<file path="config.mk">
export PLATFORM = sky130hd
export DESIGN_NAME = bin2bcd_display
export DESIGN_NICKNAME = d
export VERILOG_FILES = /design/src/rtl/display_pkg.sv /design/src/rtl/bcd_digit_adjust.sv /design/src/rtl/bin2bcd_display.sv
export SDC_FILE = /design/constraint.sdc
export NUM_CORES = 1
export LEC_CHECK = 0
export CAP_MARGIN = 20
export CORE_UTILIZATION = 45
export CTS_BUF_LIST = sky130_fd_sc_hd__clkbuf_4 sky130_fd_sc_hd__clkbuf_8
export DETAILED_ROUTE_END_ITERATION = 10
export GPL_ROUTABILITY_DRIVEN = 0
export PLACE_DENSITY = 0.77
export SLEW_MARGIN = 25
export SYNTH_ARGS = -nofsm -noshare
export SYNTH_HDL_FRONTEND = slang
export SYNTH_SLANG_ARGS = --single-unit
</file>
<file path="constraint.sdc">
create_clock -name clk -period 3.3 [get_ports clk]
set_clock_uncertainty 0.15 [all_clocks]
set_input_delay 0.66 -clock clk [delete_from_list [all_inputs] [get_ports clk]]
set_output_delay 0.66 -clock clk [all_outputs]
set_load 0.02 [all_outputs]
</file>
<file path="src/rtl/display_pkg.sv">
// Shared types and constants for the display datapath.
package display_pkg;

  typedef logic [3:0] bcd_digit_t;

  typedef enum logic [1:0] {
    IDLE,
    SHIFT,
    DONE
  } bcd_state_t;

  // Shown on every digit when the input cannot be represented.
  localparam bcd_digit_t OVF_NIBBLE     = 4'hE;
  // Double-dabble correction: digits at or above the threshold get +3 before the shift.
  localparam bcd_digit_t BCD_ADJ_THRESH = 4'd5;
  localparam bcd_digit_t BCD_ADJ_ADD    = 4'd3;

  // 10**n as a 64-bit constant; used for the elaboration-time overflow limit.
  function automatic longint unsigned pow10(input int unsigned n);
    longint unsigned p;
    p = 64'd1;
    for (int unsigned i = 0; i < n; i++) begin
      p = p * 64'd10;
    end
    return p;
  endfunction

endpackage

</file>
<file path="src/rtl/bcd_digit_adjust.sv">
// Single-digit double-dabble correction: d >= 5 ? d + 3 : d.
module bcd_digit_adjust
  import display_pkg::*;
(
  input  bcd_digit_t d,
  output bcd_digit_t d_adj
);

  // Add-3 stays 4 bits wide; valid BCD inputs never exceed 9, so 12 is the largest result.
  always_comb begin
    d_adj = (d >= BCD_ADJ_THRESH) ? bcd_digit_t'(d + BCD_ADJ_ADD) : d;
  end

endmodule

</file>
<file path="src/rtl/bin2bcd_display.sv">
// Sequential binary to packed-BCD converter (double-dabble, one shift per clock).
// Results are registered and held between conversions so the downstream display
// never sees a partially converted value.
module bin2bcd_display
  import display_pkg::*;
#(
  parameter int unsigned IN_WIDTH = 27,
  parameter int unsigned DIGITS   = 8
) (
  input  logic                  clk,
  input  logic                  rst,
  input  logic                  start,
  input  logic [IN_WIDTH-1:0]   in_value,
  output logic                  busy,
  output logic                  done,
  output logic [4*DIGITS-1:0]   bcd_out,
  output logic                  ovf,
  output logic [DIGITS-1:0]     blank_mask
);

  localparam int unsigned     AccW     = 4 * DIGITS;
  localparam int unsigned     CntW     = (IN_WIDTH > 1) ? $clog2(IN_WIDTH) : 1;
  localparam logic [CntW-1:0] CntLoad  = CntW'(IN_WIDTH - 1);
  localparam longint unsigned OvfLimit = pow10(DIGITS);

  bcd_state_t          state_q, state_d;
  logic [CntW-1:0]     cnt_q, cnt_d;
  logic [IN_WIDTH-1:0] bin_q, bin_d;
  logic [AccW-1:0]     acc_q, acc_d;
  logic [AccW-1:0]     bcd_q, bcd_d;
  logic                ovf_q, ovf_d;
  logic [DIGITS-1:0]   blank_q, blank_d;
  logic                busy_q;
  logic                done_q;

  logic [AccW-1:0]     acc_adj;
  logic [AccW-1:0]     acc_shift;
  logic [IN_WIDTH-1:0] bin_shift;
  logic [DIGITS-1:0]   blank_calc;
  logic                ovf_in;

  // Per-digit add-3 correction applied to the accumulator before every shift.
  for (genvar g = 0; g < DIGITS; g++) begin : gen_adj
    bcd_digit_adjust u_adj (
      .d     (acc_q[4*g +: 4]),
      .d_adj (acc_adj[4*g +: 4])
    );
  end

  // Overflow pre-check against a constant limit; guarantees no carry out of the top digit.
  always_comb begin
    ovf_in = (64'(in_value) >= OvfLimit);
  end

  // One double-dabble step: shift the adjusted accumulator and binary register left as one.
  always_comb begin
    acc_shift = {acc_adj[AccW-2:0], bin_q[IN_WIDTH-1]};
    bin_shift = {bin_q[IN_WIDTH-2:0], 1'b0};
  end

  // Leading-zero mask of the final step's result, scanning from the top digit down.
  always_comb begin
    logic zero_run;
    blank_calc = '0;
    zero_run   = 1'b1;
    for (int i = int'(DIGITS) - 1; i >= 1; i--) begin
      zero_run      = zero_run & (acc_shift[4*i +: 4] == 4'd0);
      blank_calc[i] = zero_run;
    end
  end

  // FSM next-state and datapath loads; output registers load on the edge entering DONE,
  // so they are already valid during the done pulse.
  always_comb begin
    state_d = state_q;
    cnt_d   = cnt_q;
    bin_d   = bin_q;
    acc_d   = acc_q;
    bcd_d   = bcd_q;
    ovf_d   = ovf_q;
    blank_d = blank_q;

    unique case (state_q)
      IDLE: begin
        if (start) begin
          bin_d = in_value;
          acc_d = '0;
          cnt_d = CntLoad;
          if (ovf_in) begin
            state_d = DONE;
            bcd_d   = {DIGITS{OVF_NIBBLE}};
            ovf_d   = 1'b1;
            blank_d = '0;
          end else begin
            state_d = SHIFT;
          end
        end
      end

      SHIFT: begin
        acc_d = acc_shift;
        bin_d = bin_shift;
        if (cnt_q == '0) begin
          state_d = DONE;
          bcd_d   = acc_shift;
          ovf_d   = 1'b0;
          blank_d = blank_calc;
        end else begin
          cnt_d = cnt_q - 1'b1;
        end
      end

      DONE: begin
        state_d = IDLE;
      end

      default: begin
        state_d = IDLE;
      end
    endcase
  end

  // State and output registers with synchronous active-high reset.
  always_ff @(posedge clk) begin
    if (rst) begin
      state_q <= IDLE;
      cnt_q   <= '0;
      bin_q   <= '0;
      acc_q   <= '0;
      bcd_q   <= '0;
      ovf_q   <= 1'b0;
      blank_q <= '0;
      busy_q  <= 1'b0;
      done_q  <= 1'b0;
    end else begin
      state_q <= state_d;
      cnt_q   <= cnt_d;
      bin_q   <= bin_d;
      acc_q   <= acc_d;
      bcd_q   <= bcd_d;
      ovf_q   <= ovf_d;
      blank_q <= blank_d;
      busy_q  <= (state_d != IDLE);
      done_q  <= (state_d == DONE);
    end
  end

  assign busy       = busy_q;
  assign done       = done_q;
  assign bcd_out    = bcd_q;
  assign ovf        = ovf_q;
  assign blank_mask = blank_q;

endmodule
</file>
==> results.txt, run 1 <==
Row count = 38
YS warnings = 0
Hold_ws = 0.311 ns
Final TNS setup = 0 ns
Post-CTS Hold Buffers = 0
Die height = 108 um
GRT Util Overall = 0.213
Syn-to-layout area delta = 19.5%
Met1 WL = 5.23 mm
Die width = 108 um
Number of flops mapped to enable cells by yosys = 0
Final hold vios = 0
Slew @ Worst Pin = 0.610 ns
Syn Area/Cell = 8.13 um^2
N_diodes = 0
DRT Wirelength = 11.9 mm
Clock Sinks = 108
Max frequency = 361 MHz
Layout fillers = 1026
Lkg Pwr = 0.00211 uW
Slowest stage delay, CP = 0.58 ns
Arr. time, crit path = 2.90 ns
Post-CTS setup buffers = 0
CTS Buf Count = 9
Pwr dens = 460 nW/um^2
Mapped Area = 5070 um^2
Routed wl met3 = 773 um
Initial antenna violation count = 0
DRT antenna net count = 0
CTS root buffer = clkbuf_8
Global route overflow = 0
Via density per instance = 5.53
Cell area after layout = 6060 um^2
Die area = 11700 um^2
DP Wirelength = 8.24 mm
Multi-input logic area = 2650 um^2
Critical path launch point type = flop
Slew HR = 0.589
Post-synthesis sequential area ratio = 0.426
Clock latency on the worst-skew pair = 0.37 ns
DR WL/cell = 14.5 um
Htree depth = 3
Worst min path class = flop to flop
CTS tree = done
# setup viols final = 0
Tmin final = 2.77 ns
Buf/Inv on CP = 1
Final count of pins violating max slew = 0
CTS max path bufs = 2
Via count = 4531
Setup CP Type = flop to flop
Post-CTS Resized = 0
RSZ-0062 raised after global routing = false
Core area = 10900 um^2
Yosys cell types = 46
Reg clk slew, reported paths = 0.10 ns
Syn_nets = 671
Placed instance area = 5890 um^2
DRT Pass-1 Iters = 4
Max VDD drop = 0.000246 V
Largest net degree at the start of global routing = 60
Number of global-route vias before repair = 4231
Crit. End Element = flop
Register area = 2160 um^2
Crit-path cells = inv_1 -> ha_1 -> and2b_1 -> o21bai_1 -> nand3_1 -> a2111oi_2 -> nand4_1 -> o31ai_1
Status = finished clean
Synthesized flop and latch total = 108
Critical path required time = 3.43 ns
Crit share post-route = 0.839
Top Metal Used = met4
Maximum capacitance violations = 0
Starting density of the core = 0.466
Cells after synthesis = 624
Layout cells sized above 1 = 0.0750
First-pass GRT wire length = 19.8 mm
Worst Path Max Fanout = 6
IO Count = 73
DRC viols = 0
Critical path's top delay family = compound AO/OA/AOI/OAI gates
Post-synth ARST share = 0
Nets = 723
Slowest stage cell, crit path = a2111oi_2
DR iter-0 viols = 291
Synth Flop Type = dfxtp_1
PortBufs = 71
Wire length on met2 = 5.77 mm
==> worst min-delay path, stage by stage (launching register included) <==
cell	delay, ns
dfxtp_1	0.32
nand2_1	0.05
a21oi_1	0.05
==> cell usage in the layout, fill, tap and decap left out, types with 4 or more instances in the layout <==
cell type,Yosys,layout
a211oi_1,17,17
a21oi_1,46,46
a311oi_1,27,27
a31oi_1,17,17
buf_4,1,12
clkbuf_8,0,10
clkdlybuf4s50_1,0,70
dfxtp_1,108,108
ha_1,17,17
inv_1,23,23
mux2_2,7,7
mux2i_1,4,4
nand2_1,80,80
nand2b_1,13,12
nand3_1,14,14
nand3b_1,6,6
nand4_1,5,5
nor2_1,116,115
nor3_1,8,7
nor3_2,6,7
nor3b_1,12,12
o21ai_0,12,12
or3_1,5,5
xnor2_1,11,11
==> registers in the layout, indices dropped and copies added, names as in the netlist <==
register	flops
acc_q	32
bcd_out	32
bin_q	27
blank_mask	7
cnt_q	5
state_q	2
busy	1
done	1
ovf	1
==> layer usage <==
layer	track usage	up-vias
met5	0	-
met4	0.0587	0
met3	0.0398	9
met2	0.361	138
met1	0.274	2119
li1	-	2265
==> path summary, 6_finish.rpt <==
path                       startpoint                    endpoint  slack, ns  cells past startpoint
max            acc_q[20]$_SDFFE_PP0P_  blank_mask[1]$_SDFFE_PP0P_       0.53                      8
min          bcd_out[20]$_SDFFE_PP0P_    bcd_out[20]$_SDFFE_PP0P_       0.31                      2
max reg2reg    acc_q[20]$_SDFFE_PP0P_  blank_mask[1]$_SDFFE_PP0P_       0.53                      8
min reg2reg  bcd_out[20]$_SDFFE_PP0P_    bcd_out[20]$_SDFFE_PP0P_       0.31                      2
==> cell type report <==
class	instances	area share
tap	140	0.0289
sequential	108	0.357
clock inverter	5	0.00599
clock buffer	10	0.0227
inverter	23	0.0142
multi-input combinational	451	0.438
timing repair buffer	83	0.134
==> synthesized netlist by cell type (2+ instances only) <==
| cell | number | area share |
|---|---|---|
| o31ai_1 | 2 | 0.0030 |
| o21ai_0 | 12 | 0.012 |
| nand4_1 | 5 | 0.0062 |
| a211oi_2 | 2 | 0.0049 |
| a211oi_1 | 17 | 0.025 |
| nor4_1 | 2 | 0.0025 |
| buf_1 | 3 | 0.0022 |
| buf_2 | 2 | 0.0020 |
| xnor2_1 | 11 | 0.019 |
| mux2i_1 | 4 | 0.0079 |
| inv_1 | 23 | 0.017 |
| nor3_1 | 8 | 0.0079 |
| ha_1 | 17 | 0.042 |
| a21o_1 | 2 | 0.0030 |
| a31oi_1 | 17 | 0.021 |
| buf_6 | 3 | 0.0067 |
| o21bai_1 | 2 | 0.0030 |
| nand3_1 | 14 | 0.014 |
| a22oi_1 | 3 | 0.0044 |
| mux2_2 | 7 | 0.016 |
| or3_1 | 5 | 0.0062 |
| nand2b_1 | 13 | 0.016 |
| nand3b_1 | 6 | 0.0089 |
| nand2_1 | 80 | 0.059 |
| nor2_1 | 116 | 0.086 |
| a21oi_1 | 46 | 0.045 |
| a311oi_1 | 27 | 0.047 |
| nor3b_1 | 12 | 0.018 |
| nor3_2 | 6 | 0.012 |
| dfxtp_1 | 108 | 0.43 |
| nor2b_1 | 2 | 0.0025 |
| clkbuf_1 | 33 | 0.024 |
==> power by group <==
| part | internal (uW) | total, uW | switching [uW] |
|---|---|---|---|
| logic | 246 | 592 | 346 |
| clock network | 292 | 732 | 440 |
| registers | 1400 | 1460 | 59.9 |
==> kinds of logic (layout without fill, tap and decap cells) <==
kind of cell | count (synthesis) | after routing | share of synthesized area
simple gates | 274 | 274 | 0.247
compound gates | 137 | 137 | 0.188
flops | 108 | 108 | 0.426
buf+inv | 65 | 121 | 0.0538
fa+ha+maj | 17 | 17 | 0.0419
xor+xnor | 11 | 11 | 0.0190
mux | 11 | 11 | 0.0234
other cells | 1 | 1 | 0.000739
==> metrics by stage <==
step | utilization | power, uW | worst slack, ns | instances
6_report | 0.557 | 2790 | 0.531 | 820
5_1_grt | 0.557 | 2940 | 0.369 | 820
4_1_cts | 0.557 | 2810 | 0.554 | 820
3_5_place_dp | 0.541 | 2090 | 0.535 | 805
3_3_place_gp | 0.541 | 2070 | 0.580 | 805
2_1_floorplan | - | 1860 | 1.05 | 624
Note: power is estimated with default switching activity, not from simulation.
==> inputs of run 2 (changes only) <==
--- a/config.mk
+++ b/config.mk
@@ -10,7 +10,7 @@
 export CTS_BUF_LIST = sky130_fd_sc_hd__clkbuf_4 sky130_fd_sc_hd__clkbuf_8
 export DETAILED_ROUTE_END_ITERATION = 10
 export GPL_ROUTABILITY_DRIVEN = 0
-export PLACE_DENSITY = 0.77
+export PLACE_DENSITY = 0.8
 export SLEW_MARGIN = 25
 export SYNTH_ARGS = -nofsm -noshare
 export SYNTH_HDL_FRONTEND = slang
==> constraint.sdc (replaced) <==
create_clock -name clk -period 2.41 [get_ports clk]
set_clock_uncertainty 0.15 [all_clocks]
set_input_delay 0.482 -clock clk [delete_from_list [all_inputs] [get_ports clk]]
set_output_delay 0.482 -clock clk [all_outputs]
set_load 0.02 [all_outputs]
==> run 2 against run 1 <==
Effect of this change:
- sequential power rose by 37%
- clock power rose by 61%
- flip-flop and latch count did not move
- routed wire length rose by 6.9%
- cell area rose by 6.0%
- first-iteration DRC count rose by 3.8%
==> results.txt, run 2 (synthesis gave the netlist of run 1 again) <==
Status = finished clean
DRC viols = 0
CTS tree = done
Final TNS setup = 0 ns
Crit. End Element = flop
Clock latency on the worst-skew pair = 0.39 ns
Crit-path cells = inv_4 -> ha_4 -> nand2b_4 -> a21o_1 -> or3_4 -> a2111oi_4 -> nand4_1 -> o31ai_2
# setup viols final = 0
Core area = 10900 um^2
DP Wirelength = 8.45 mm
Reg2Reg Depth = 8
Setup CP Type = flop to flop
Nets = 745
Clock Sinks = 108
Die height = 108 um
Via density per instance = 5.56
CTS root buffer = clkbuf_8
CTS max path bufs = 2
DRT Pass-1 Iters = 4
Critical path required time = 2.57 ns
Wire length on met2 = 6.30 mm
N_diodes = 0
Final hold vios = 0
Slowest stage delay, CP = 0.42 ns
Starting density of the core = 0.466
Combinational share of power = 0.221
IO Count = 73
Layout cells sized above 1 = 0.131
Internal power = 2830 uW
Most common cell after layout, fill and taps aside = nor2_1
Met1 WL = 5.33 mm
Syn-to-layout area delta = 26.7%
Number of global-route vias before repair = 4385
Cell area after layout = 6420 um^2
Initial antenna violation count = 0
Max VDD drop = 0.000365 V
Slowest stage cell, crit path = a2111oi_4
Worst Path Max Fanout = 3
DR iter-0 viols = 302
Max frequency = 416 MHz
Crit share post-route = 0.997
Row count = 38
Tmin final = 2.40 ns
Top Metal Used = met4
Placed instance area = 6030 um^2
Htree depth = 3
GRT Util Overall = 0.218
Post-layout util = 0.590
Via count = 4689
DR WL/cell = 15.1 um
Post-CTS Hold Buffers = 0
Worst min path class = flop to flop
RSZ-0062 raised after global routing = true
Pwr dens = 635 nW/um^2
Arr. time, crit path = 2.56 ns
DRT Wirelength = 12.7 mm
Sequential Power Share = 0.491
First-pass GRT wire length = 20.3 mm
Most frequent cells in the layout = nor2_1 (115), dfxtp_1 (104), nand2_1 (80), clkdlybuf4s50_1 (70), a21oi_1 (45)
Reg clk slew, reported paths = 0.11 ns
Global route overflow = 0
Critical path launch point type = flop
Net Sw Power = 1250 uW
PortBufs = 71
Switch share = 0.306
DRT antenna net count = 0
CTS Buf Count = 9
Final count of pins violating max slew = 0
Hold_ws = 0.313 ns
Power Total = 4080 uW
Maximum capacitance violations = 0
Lkg Pwr = 0.00228 uW
Largest net degree at the start of global routing = 109
Routed wl met3 = 711 um
Die area = 11700 um^2
Clk pwr share = 0.288
Die width = 108 um
Worst Hold Path Cells = 2
[run 2: area by class of cell]
cell class	instances	area [um^2]
Fill cell	946	4460
Inverter	23	88.8
Sequential cell	108	2170
Clock buffer	9	124
Clock inverter	7	91.3
Tap cell	140	175
Multi-Input combinational cell	451	2740
Timing Repair Buffer	105	1040
[run 2: repair_timing]
action,in CTS,in global routing
buffers inserted,0,3
resized for setup,5,19
endpoints found under the setup margin,1,17
pin swaps,3,6
cloned,0,2
[run 2: per-stage QoR]
| step | setup slack (ns) | std cells |
|---|---|---|
| after floorplan | 0.162 | 624 |
| after global placement | -0.121 | 822 |
| after detailed placement | -0.243 | 822 |
| after CTS | 0.00971 | 838 |
| after global routing | -0.0787 | 843 |
| final | 0.00830 | 843 |
[run 2: path summary, 6_finish.rpt]
kind / from / endpoint / slack, ns
setup / recovery: acc_q[29]$_SDFFE_PP0P_ / blank_mask[1]$_SDFFE_PP0P_ / 0.008
setup reg to reg: acc_q[29]$_SDFFE_PP0P_ / blank_mask[1]$_SDFFE_PP0P_ / 0.008
hold / removal: bcd_out[0]$_SDFFE_PP0P_ / bcd_out[0]$_SDFFE_PP0P_ / 0.31
hold reg to reg: bcd_out[0]$_SDFFE_PP0P_ / bcd_out[0]$_SDFFE_PP0P_ / 0.31
[run 2: power groups by stage]
stage / Combinational (uW) / Clock, uW / Sequential (uW)
global placement: 823 / 0 / 2040
finish: 902 / 1180 / 2000
floorplan: 438 / 0 / 2110
CTS: 853 / 1200 / 2000
global route: 980 / 1280 / 2020
detailed placement: 848 / 0 / 2040
[run 2: critical path, delay by kind of cell (launching register included)]
kind | cells | cell delay, ns
adder cells (fa/ha/maj) | 1 | 0.14
buffers and inverters | 1 | 0.06
AO/OA/AOI/OAI | 3 | 0.85
flip-flops | 1 | 0.38
AND/OR/NAND/NOR | 3 | 0.75
[run 2: layer usage]
metal | GRT usage | vias up
met5 | 0 | -
met4 | 0.0597 | 0
met3 | 0.0494 | 28
met2 | 0.389 | 135
met1 | 0.261 | 2212
li1 | - | 2314
